`src/rtl/time_set_editor.sv`:
```
// Time-setting editor: BCD hours/minutes/seconds edited by push buttons,
// with a one-cycle store strobe and an edit lock while the RTC write runs.
module time_set_editor #(
  parameter int unsigned BUSY_CYCLES = 112
) (
  input  logic       clock,
  input  logic       reset,
  input  logic       btn_up,
  input  logic       btn_down,
  input  logic       btn_left,
  input  logic       btn_right,
  input  logic       btn_save,
  output logic [7:0] hora,
  output logic [7:0] min,
  output logic [7:0] seg,
  output logic [1:0] field,
  output logic       chs,
  output logic       busy
);

  localparam int unsigned CNT_W = $clog2(BUSY_CYCLES + 1);
  localparam int unsigned NBTN  = 5;

  typedef enum logic {EDIT, LOCK} state_t;

  state_t            state;
  logic [CNT_W-1:0]  cnt;
  logic [NBTN-1:0]   btn, s1, s2, s3, ev;
  logic              is_hours;
  logic [7:0]        cur, top, up_val, dn_val, new_val;
  logic [1:0]        field_right, field_left;

  // Bit order doubles as priority: save > up > down > right > left
  assign btn = {btn_save, btn_up, btn_down, btn_right, btn_left};
  assign ev  = s2 & ~s3;

  function automatic logic [7:0] bcd_up(input logic [7:0] v, input logic [7:0] lim);
    if (v == lim)          return 8'h00;
    if (v[3:0] == 4'd9)    return {v[7:4] + 4'd1, 4'd0};
    return {v[7:4], v[3:0] + 4'd1};
  endfunction

  function automatic logic [7:0] bcd_dn(input logic [7:0] v, input logic [7:0] lim);
    if (v == 8'h00)        return lim;
    if (v[3:0] == 4'd0)    return {v[7:4] - 4'd1, 4'd9};
    return {v[7:4], v[3:0] - 4'd1};
  endfunction

  // Selected field value and its edited candidates; field 3 acts as hours
  always_comb begin
    is_hours = 1'b1;
    cur      = hora;
    case (field)
      2'd1:    begin is_hours = 1'b0; cur = min; end
      2'd2:    begin is_hours = 1'b0; cur = seg; end
      default: begin is_hours = 1'b1; cur = hora; end
    endcase
    top     = is_hours ? 8'h23 : 8'h59;
    up_val  = bcd_up(cur, top);
    dn_val  = bcd_dn(cur, top);
    new_val = ev[3] ? up_val : dn_val;
  end

  always_comb begin
    field_right = 2'd0;
    field_left  = 2'd2;
    case (field)
      2'd0:    begin field_right = 2'd1; field_left = 2'd2; end
      2'd1:    begin field_right = 2'd2; field_left = 2'd0; end
      2'd2:    begin field_right = 2'd0; field_left = 2'd1; end
      default: begin field_right = 2'd0; field_left = 2'd2; end
    endcase
  end

  always_ff @(posedge clock) begin
    if (reset) begin
      s1    <= '0;
      s2    <= '0;
      s3    <= '0;
      state <= EDIT;
      cnt   <= '0;
      hora  <= 8'h00;
      min   <= 8'h00;
      seg   <= 8'h00;
      field <= 2'd0;
      chs   <= 1'b0;
      busy  <= 1'b0;
    end else begin
      s1  <= btn;
      s2  <= s1;
      s3  <= s2;
      chs <= 1'b0;
      case (state)
        EDIT: begin
          if (ev[4]) begin
            chs   <= 1'b1;
            busy  <= 1'b1;
            cnt   <= CNT_W'(BUSY_CYCLES - 1);
            state <= LOCK;
          end else if (ev[3] || ev[2]) begin
            case (field)
              2'd1:    min  <= new_val;
              2'd2:    seg  <= new_val;
              default: hora <= new_val;
            endcase
          end else if (ev[1]) begin
            field <= field_right;
          end else if (ev[0]) begin
            field <= field_left;
          end
        end
        LOCK: begin
          // Events keep flowing through s3 here, so edges seen in LOCK are consumed
          if (cnt == '0) begin
            state <= EDIT;
            busy  <= 1'b0;
          end else begin
            cnt <= cnt - CNT_W'(1);
          end
        end
        default: state <= EDIT;
      endcase
    end
  end

endmodule

```
`config.mk`:
```
export PLATFORM = sky130hd
export DESIGN_NAME = time_set_editor
export DESIGN_NICKNAME = d
export VERILOG_FILES = /design/src/rtl/time_set_editor.sv
export SDC_FILE = /design/constraint.sdc
export NUM_CORES = 1
export LEC_CHECK = 0
export CAP_MARGIN = 30
export CORE_ASPECT_RATIO = 0.9
export CORE_MARGIN = 3
export CORE_UTILIZATION = 50
export DETAILED_ROUTE_END_ITERATION = 10
export PLACE_DENSITY = 0.79
export SKIP_CTS_REPAIR_TIMING = 1
export SYNTH_ARGS = -nofsm -noshare
export SYNTH_HDL_FRONTEND = slang
export SYNTH_SLANG_ARGS = --single-unit
```
`constraint.sdc`:
```
create_clock -name clock -period 2.6 [get_ports clock]
set_clock_uncertainty 0.05 [all_clocks]
set_input_delay 0.52 -clock clock [delete_from_list [all_inputs] [get_ports clock]]
set_output_delay 0.52 -clock clock [all_outputs]
set_load 0.005 [all_outputs]
```
Yosys cells after proc, flatten, opt, wreduce, memory -nomap -nowiden
Index checks and enable logic that the tools add are counted.
{"block": "classes", "add_sub_neg": 5, "n_eq_ne": 7, "mux": 30, "bitwise": 6, "reduce_logical": 14}
{"operator": "8-bit two-way mux", "count": 9}
{"operator": "7-bit two-way mux", "count": 3}
{"operator": "8-bit case mux with 2 select lines", "count": 1}
{"operator": "4-bit AND reduction", "count": 4}
{"operator": "7-bit case mux with 2 select lines", "count": 1}
{"operator": "1-bit two-way mux", "count": 10}
{"operator": "4-bit by 1-bit adder with 4-bit output, second input constant", "count": 2}
{"operator": "8-bit by 7-bit equality test with 1-bit output", "count": 1}
{"operator": "8-bit logical NOT", "count": 1}
{"operator": "2-bit case mux with 2 select lines", "count": 2}
{"operator": "4-bit by 1-bit subtractor with 4-bit output, second input constant", "count": 2}
{"operator": "7-bit logical NOT", "count": 1}
{"operator": "7-bit by 1-bit subtractor with 7-bit output, second input constant", "count": 1}
{"operator": "5-bit AND", "count": 1}
{"operator": "5-bit inverter", "count": 1}
{"operator": "4-bit equality test, second input constant", "count": 1}
{"operator": "4-bit logical NOT", "count": 1}
{"operator": "2-bit two-way mux", "count": 2}
{"operator": "2-bit inequality test, second input constant", "count": 2}
{"operator": "1-bit inverter", "count": 4}
{"operator": "1-bit case mux with 2 select lines", "count": 2}
{"operator": "2-bit AND reduction", "count": 2}
{"operator": "2-bit OR reduction", "count": 2}
{"operator": "2-bit by 1-bit equality test with 1-bit output, second input constant", "count": 1}
{"operator": "other kinds (5)", "count": 5}
{"block": "word_totals", "regBits": 51, "in_bits": 7, "output_inout_bits": 28, "elab_cells": 73}

Logic depth before layout (Yosys ltp)
{"block": "logic_depth", "depth_word": 9, "depth_mapped": 14, "mapped_depth_nobuf": 12}

Worst setup path after synthesis
OpenSTA, ideal clock, no wires.
{"block": "synth_timing", "kind": "register to register", "from": "register field[0]", "to": "register min[4]", "setup_ns": 0.138, "arrival_time_ns": 2.775, "setup_slack_ns": -0.363, "stages_incl_launch_ff": 14, "period_less_slack_ns": 2.963, "path_cell_list": "dfxtp_1 > inv_1 > ha_1 > buf_4 > buf_6 > nor2_1 > a21o_1 > ha_1 > nor4b_1 > nand2b_1 > a21oi_1 > a311o_1 > a22oi_1 > a211oi_1"}
{"block": "synth_via", "elab_chain_len": 8, "word_cells_on_any_way": 26, "classes_between": "add/sub: 2; eq/ne: 4; mux: 16; reduce/logical: 4"}
{"element": "start: declaration", "line": "16", "text": "output logic [1:0] field,"}
{"element": "start signal: assignment", "line": "107", "text": "field <= field_right;"}
{"element": "start signal: assignment", "line": "109", "text": "field <= field_left;"}
{"element": "branches (longest 8 deep; another with 4-bit by 1-bit subtractor with 4-bit output)"}
{"element": "end signal: assignment", "line": "102", "text": "2'd1: min <= new_val;"}
{"element": "end: declaration", "line": "14", "text": "output logic [7:0] min,"}
Parallel ways; which one is timed is not known. The select of a mux whose other input is x is not followed.
A chain may end at the register's enable or synchronous reset.

Worst setup path in the final report
{"block": "layout_timing", "from": "register field[1]", "to": "register min[4]"}
Same word-level chain as after synthesis.

==> results.sh <==
export IMPL_core_area_mm2=0.00507
export IMPL_worst_ir_drop_vdd_mv=0.352
export IMPL_first_global_vias=2199
export IMPL_drtPass1Iterations=4
export IMPL_num_antenna_cells=0
export IMPL_numCtsBuffers=5
export IMPL_combinationalPowerShare=0.424
export IMPL_crit_slowest_cell="dfxtp_2"
export IMPL_setup_violations=9
export IMPL_failed_checks="setup timing"
export IMPL_dr_first_iter_drc_count=197
export IMPL_via_count=2589
export IMPL_timing_critical_path_to_type="flip-flop"
export IMPL_cts_root_to_sink_buffers=2
export IMPL_synthDistinctLibCells=59
export IMPL_post_drt_via_cell_ratio=5.79
export IMPL_grt_util_all_layers=0.214
export IMPL_num_nets_final=400
export IMPL_p_seq_frac=0.368
export IMPL_yosys_top_cells_area="dfxtp_1, a211oi_1, ha_1"
export IMPL_wl_per_cell_um=16.8
export IMPL_power_leakage_nw=1.40
export IMPL_grt_max_degree=42
export IMPL_clkTransAtPathRegs_ns=0.10
export IMPL_layout_cells_most_common_list="dfxtp_1, buf_4, clkdlybuf4s50_1, nor2_1"
export IMPL_fraction_of_layout_cells_with_a_size_suffix_above_1=0.275
export IMPL_clock_latency_ns=0.31
export IMPL_netSwitchingFraction=0.364
export IMPL_gp_congestion=0.894
export IMPL_run_status="complete, but fails checks"
export IMPL_report_final_slew_viol_count=0
export IMPL_synth_seq_area_share=0.371
export IMPL_place_port_buffers=34
export IMPL_dp_slack_ns=-0.0682
export IMPL_fmax_mhz=379
export IMPL_die_width_um=84.2
export IMPL_max_slew_margin=0.539
export IMPL_post_route_period_util=1.02
export IMPL_timing_final_ws_setup_ns=-0.0402
export IMPL_antenna_found_initial=0
export IMPL_crit_path_max_incr_delay_ns=0.35
export IMPL_dpl_hpwl_um=5350
export IMPL_finalWorstPathRequiredPeriod_ns=2.64
export IMPL_postSynthCellCount=314
export IMPL_postSynthRegisterBits=51
export IMPL_row_count=24
export IMPL_cp_common_cell="a22oi_2"
export IMPL_drt_antenna_violating_nets=0
export IMPL_cell_chosen_for_the_clock_root="clkbuf_8"
export IMPL_synth_warnings=0
export IMPL_final_cell_area_mm2=0.00376
export IMPL_clock_sink_count=51
export IMPL_intPower_w=0.00150
export IMPL_net_switching_power_w=0.000856
export IMPL_dpl_instance_area_mm2=0.00341
export IMPL_yosysTopAreaCell="dfxtp_1"
export IMPL_min_delay_path_class="reg2reg"
export IMPL_portion_of_total_power_attributed_to_the_clock_network=0.207
export IMPL_post_route_drc_count=0
export IMPL_count_of_pins_on_the_block_boundary=35
export IMPL_hold_viol_final=0
export IMPL_cp_start_kind="flip-flop"
export IMPL_maxCapViolations=0
export IMPL_area_growth_synth_to_final_pct=36.6
export IMPL_timing_critical_path_fanout_max=5
export IMPL_die_area_mm2=0.00643
export IMPL_grt_first_pass_wirelength_um=11100
export IMPL_worst_pin_slew_ns=0.692
export IMPL_timing_worst_setup_path_type="reg2reg"
export IMPL_cts_tree="done"
export IMPL_synth_cell_area_mm2=0.00275
export IMPL_worst_ep_required_time_ns=2.73
export IMPL_syn_num_nets=333
export IMPL_p_per_area_mw_per_mm2=626
export IMPL_cp_cell_sequence="inv_2 > ha_2 > buf_4 > a22oi_2 > a21o_1 > ha_4 > nor4b_4 > nand2b_1 > a21oi_1 > a311o_1 > a22oi_2 > a211oi_1"
export IMPL_syn_mean_instance_area_um2=8.76
export IMPL_totalWireLength_um=7510
export IMPL_worstPathArrival_ns=2.77
export IMPL_unrepaired_setup_endpoints_after_global_routing="true"
export IMPL_portion_of_synthesized_cell_area_occupied_by_the_leading_cell_type=0.371
export IMPL_setup_total_negative_slack_ns=-0.171
export IMPL_layout_commonest_cell="dfxtp_1"
export IMPL_effective_utilization_at_floorplan=0.542
export IMPL_chipHeight_um=76.4
export IMPL_maximum_level_of_the_cts_h_tree=2
export IMPL_globalRouteOverflowTotal=0
[cell usage after synthesis (all sizes together)]
library cell / count
a21boi: 1
buf: 9
inv: 15
a41oi: 1
nor2: 36
mux2i: 3
a221oi: 1
nor3: 10
nand3b: 6
o41a: 1
nand2b: 2
o211a: 1
nand4b: 1
a21oi: 27
and3: 2
o21ai: 9
a2bb2oi: 1
xor2: 1
o211ai: 1
nand3: 6
or4: 2
a22o: 2
and2: 3
a21o: 5
a311o: 1
nor4b: 3
and4b: 1
clkbuf: 9
a211oi: 21
xnor2: 5
nor2b: 20
a31oi: 3
nand2: 18
or2: 1
o22ai: 1
or3: 1
o21a: 1
o41ai: 3
a22oi: 8
dfxtp: 51
a2111oi: 1
mux2: 2
nor4: 6
ha: 12
[logic make-up after synthesis]
family,share of synthesized area
AND/OR/NAND/NOR,0.232
adder cells (fa/ha/maj),0.0546
XOR/XNOR,0.0191
AO/OA/AOI/OAI,0.240
buffers and inverters,0.0582
multiplexers,0.0250
flip-flops,0.371
[layer usage]
metal / vias up / share of wire / GRT usage
met4: 0 / 0.0093 / 0.0595
met3: 6 / 0.058 / 0.0357
met5: - / 0 / 0
li1: 1259 / - / -
met1: 1236 / 0.48 / 0.309
met2: 88 / 0.45 / 0.326
[state kept, by name (all words and copies together) (netlist names)]
signal and count:
hora 8, min 8, seg 8, cnt 7, s1 5, s2 5
s3 5, field 2, busy 1, chs 1, state 1
[critical path: cells and delay by family, from the launching register on]
kind                       cells  cell delay (ns)
adders and majority gates      2             0.36
buffers and inverters          2             0.22
DFF                            1             0.35
AOI/OAI and AO/OA              6             1.15
and+or+nand+nor                2             0.38
[stage by stage]
stage	total power, W	util	hold WS [ns]	std cells
4_1_cts	0.00220	0.690	0.400	439
2_1_floorplan	0.00145	-	0.364	314
3_3_place_gp	0.00171	0.671	0.366	431
3_5_place_dp	0.00172	0.671	0.376	431
5_1_grt	0.00248	0.740	0.416	447
6_report	0.00235	0.740	0.397	447
[power by group through the flow]
stage | registers, W | clock network, W | logic, W
floorplan | 0.000875 | 0 | 0.000571
global route | 0.000874 | 0.000530 | 0.00107
global placement | 0.000880 | 0 | 0.000827
detailed placement | 0.000883 | 0 | 0.000842
CTS | 0.000865 | 0.000492 | 0.000844
finish | 0.000867 | 0.000488 | 0.000998
[layout make-up]
type | count | area, um2
Clock buffer | 5 | 68.8
Clock inverter | 3 | 27.5
Fill cell | 384 | 1320
Inverter | 15 | 56.3
Multi-Input combinational cell | 230 | 1810
Sequential cell | 51 | 1020
Tap cell | 65 | 81.3
Timing Repair Buffer | 78 | 693
[path summary, 6_finish.rpt]
kind                          from             endpoint  slack [ns]  cells past startpoint
max          field[1]$_SDFFE_PP0P_  min[4]$_SDFFE_PP0P_       -0.04                     12
min               s1[1]$_SDFF_PP0_     s2[1]$_SDFF_PP0_        0.40                      1
max reg2reg  field[1]$_SDFFE_PP0P_  min[4]$_SDFFE_PP0P_       -0.04                     12
min reg2reg       s1[1]$_SDFF_PP0_     s2[1]$_SDFF_PP0_        0.40                      1
Note: power is estimated with default switching activity, not from simulation.
